===== src/rtl/shift_rows_col_feeder.sv =====
// shift_rows_col_feeder: registered AES ShiftRows that streams the shifted state one column per handshake
module shift_rows_col_feeder (
  input  logic         clk,
  input  logic         rst,
  input  logic         in_valid,
  output logic         in_ready,
  input  logic [127:0] in_state,
  input  logic         in_skip_mix,
  output logic         col_valid,
  input  logic         col_ready,
  output logic [31:0]  col_data,
  output logic [1:0]   col_idx,
  output logic         col_last,
  output logic         col_skip_mix
);
  typedef enum logic {IDLE, SEND} state_t;
  state_t state, state_d;
  logic [1:0] cnt;
  logic [0:3][31:0] sr_q, shifted;
  logic skip_q, load, last_acc;
  genvar r, c;
  generate
    for (c = 0; c < 4; c++) begin : g_col
      for (r = 0; r < 4; r++) begin : g_row
        assign shifted[c][31-8*r -: 8] = in_state[127-8*(4*((c+r)%4)+r) -: 8];
      end
    end
  endgenerate
  always_comb begin
    last_acc = (state == SEND) & (cnt == 2'd3) & col_ready;
    in_ready = (state == IDLE) | last_acc;
    load = in_valid & in_ready;
    state_d = load ? SEND : last_acc ? IDLE : state;
  end
  always_ff @(posedge clk) begin
    if (rst) begin
      state  <= IDLE;
      cnt    <= 2'd0;
      sr_q   <= '0;
      skip_q <= 1'b0;
    end else begin
      state <= state_d;
      if (load) begin
        sr_q   <= shifted;
        skip_q <= in_skip_mix;
        cnt    <= 2'd0;
      end else if (state == SEND && col_ready) cnt <= cnt + 2'd1;
    end
  end
  assign col_valid    = (state == SEND);
  assign col_data     = sr_q[cnt];
  assign col_idx      = cnt;
  assign col_last     = (cnt == 2'd3);
  assign col_skip_mix = skip_q;
endmodule


===== config.mk =====
export PLATFORM = sky130hd
export DESIGN_NAME = shift_rows_col_feeder
export DESIGN_NICKNAME = d
export VERILOG_FILES = /design/src/rtl/shift_rows_col_feeder.sv
export SDC_FILE = /design/constraint.sdc
export NUM_CORES = 1
export LEC_CHECK = 0
export CORE_MARGIN = 2
export CORE_UTILIZATION = 50
export CTS_BUF_LIST = sky130_fd_sc_hd__clkbuf_16
export DETAILED_ROUTE_END_ITERATION = 8
export PLACE_DENSITY = 0.8
export SETUP_SLACK_MARGIN = 0.05
export SYNTH_ARGS = -nofsm -noshare
export SYNTH_HDL_FRONTEND = slang
export SYNTH_SLANG_ARGS = --single-unit
export TNS_END_PERCENT = 100

===== constraint.sdc =====
create_clock -name clk -period 2 [get_ports clk]
set_input_delay 0.4 -clock clk [delete_from_list [all_inputs] [get_ports clk]]
set_output_delay 0.4 -clock clk [all_outputs]
set_load 0.05 [all_outputs]

==> impl_metrics.toml <==
[run_status]
status = "finished with violations"
violations = "negative setup slack"

[timing]
layout_setup_ws_ns = -0.0754
fin_setup_tns_ns = -1.35
finalHoldViolations = 0
slew_headroom_pct = 67.3
timing.fmax_mhz = 482
rsz0062_at_grt = "true"
post-route-period-util_pct = 104
layout_min_cycle_time_ns = 2.08
worst_slew_pin_slew_ns = 0.492
fin_skew_ns = 0.00454
setup_viol = 32
finalMaxSlewViolations = 0

[hold_path]
hp-class = "reg2reg"

[critical_path]
critPathMaxFanout = 7
r2r_slack_ns = 0.18
critPathRequiredTime_ns = 1.60
critPathArrivalTime_ns = 1.68
crit_type = "reg2out"
startpoint_type = "flip-flop"
crit_path_end_kind = "output pin"

[synthesis]
syn_area_um2 = 6680
yosys_register_bits = 132
yosysWarnings = 0
synthCells = 614
synthesis.nets = 748
avgSynthCellArea_um2 = 10.9
synth.distinct_cells = 17
synth-seq-area-share_pct = 39.6

[clock_tree]
cts_tree = "built"
numClockSinks = 132
cts_max_path_buffers = 2
numCtsBuffers = 17
cts-root-buf = "clkbuf_16"
clk_pin_slew_ns = 0.05
htree_levels = 4
hold_buffers = 0
clock_latency_ns = 0.40

[floorplan]
die_w_um = 120
rows = 42
core_um2 = 13100
dieHeight_um = 120
die_area_um2 = 14300
num_io_pins = 171
initial_core_util_pct = 50.8

[layout]
drive_above_1_share_pct = 17.0
layout.nets = 923
area_growth_pct = 39.8
antenna_cells = 0

[power]
cellPowerDensity_nw_per_um2 = 720
leakagePower_uw = 0.00366
ir_drop_v = 0.000547
total_power_uw = 6720

[global_routing]
antenna_found_initial = 0
grt_pass1_vias = 5111
grt_max_degree = 85
grtUsageTotal_pct = 21.5
grt_pass1_wl_mm = 24.4
grt-ovfl-total = 0

[detailed_routing]
vias = 4861
drc = 0
firstDrtPassIters = 4
totalWireLength_mm = 14.9
post_drt_wl_per_cell_um = 15.2
ant_nets = 0
drt_iter0_markers = 251
viasPerCell = 4.98

[placement]
dp_slack_ns = 0.0930
gp_congestion = 0.790
detailedPlacementHpwl_mm = 10.4
io_buffers = 170

[flow_run]
cap_violations = 0
## where the power goes
part	internal [µW]	switching [µW]
clock	1510	1020
sequential	2800	88.4
combinational	729	566
total	5040	1680
## flip-flops by register name, indices dropped and copies added, names as in the netlist
signal        flops
col_skip_mix      1
col_idx           2
sr_q            128
col_valid         1
## cell type report
type / instances / area, µm²
Clock buffer: 17 / 425
Inverter: 1 / 3.75
Tap cell: 176 / 220
Timing Repair Buffer: 208 / 2260
Clock inverter: 14 / 57.6
Multi-Input combinational cell: 429 / 3720
Sequential cell: 132 / 2650
Fill cell: 956 / 3800
## cell families (layout without fill, tap and decap cells)
logic type	count (synthesis)	after routing	share of synthesized area [%]
simple gates	264	264	24.7
compound gates	1	1	0.169
flops	132	132	39.6
fa+ha+maj	1	1	0.187
xor+xnor	1	1	0.131
buf+inv	53	240	4.89
mux	162	162	30.3
## stage by stage
stage | utilization, % | instances | instance area [µm²] | hold WS (ns)
after floorplan | - | 614 | 6690 | 0.445
after global placement | 65.2 | 931 | 8570 | 0.454
after detailed placement | 65.2 | 931 | 8570 | 0.457
after CTS | 70.5 | 972 | 9270 | 0.471
after global routing | 71.0 | 977 | 9330 | 0.485
final | 71.0 | 977 | 9330 | 0.467
## cells in the final DEF (no fill, tap or decap), types with 2 or more instances in the layout
cell	synthesis	final
buf_12	0	15
buf_4	9	23
buf_6	10	32
buf_8	1	3
clkbuf_16	0	18
clkdlybuf4s50_1	0	131
clkinv_1	0	6
clkinv_2	0	4
dfxtp_1	132	130
dfxtp_4	0	2
dlygate4sd2_1	0	2
inv_1	1	4
mux2i_1	130	130
mux4_2	32	32
nand2b_1	258	258
nor2_1	2	2
nor3_2	2	2
## worst paths after layout
kind,startpoint,endpoint,cells past startpoint
worst min-delay path,sr_q[31]$_SDFFE_PP0P_,sr_q[31]$_SDFFE_PP0P_,2
worst min register to register,sr_q[31]$_SDFFE_PP0P_,sr_q[31]$_SDFFE_PP0P_,2
worst max-delay path,col_idx[0]$_SDFFE_PP0P_,col_data[2],3
worst max register to register,col_idx[0]$_SDFFE_PP0P_,sr_q[121]$_SDFFE_PP0P_,8
## routing by layer
| layer | share of wire, % | track usage [%] | vias to the layer above |
|---|---|---|---|
| li1 | - | - | 2408 |
| met1 | 44 | 26.2 | 2313 |
| met2 | 49 | 36.8 | 124 |
| met3 | 5.1 | 5.47 | 16 |
| met4 | 1.4 | 8.09 | 0 |
| met5 | 0 | 0 | - |
## synthesized netlist by cell type (all sizes together)
master	n	area share, %
nand2b	258	24
dfxtp	132	40
mux2i	130	19
mux4	32	11
buf	26	3.4
clkbuf	26	1.5
nor2	2	0.11
nor3	2	0.30
a21boi	1	0.17
ha	1	0.19
inv	1	0.056
nand2	1	0.056
nor2b	1	0.094
xor2	1	0.13
## worst max-delay path, cell delays in order, from the launching register on
cell and delay (ns):
dfxtp_4 0.41, buf_12 0.15, mux4_2 0.53, buf_6 0.18
## timing repair
item | CTS | global route
gates cloned | 0 | 1
buffers inserted | 10 | 4
setup endpoints to repair | 35 | 51
resized for setup | 40 | 3
pin swaps | 1 | 1
Note: power is estimated with default switching activity, not from simulation.
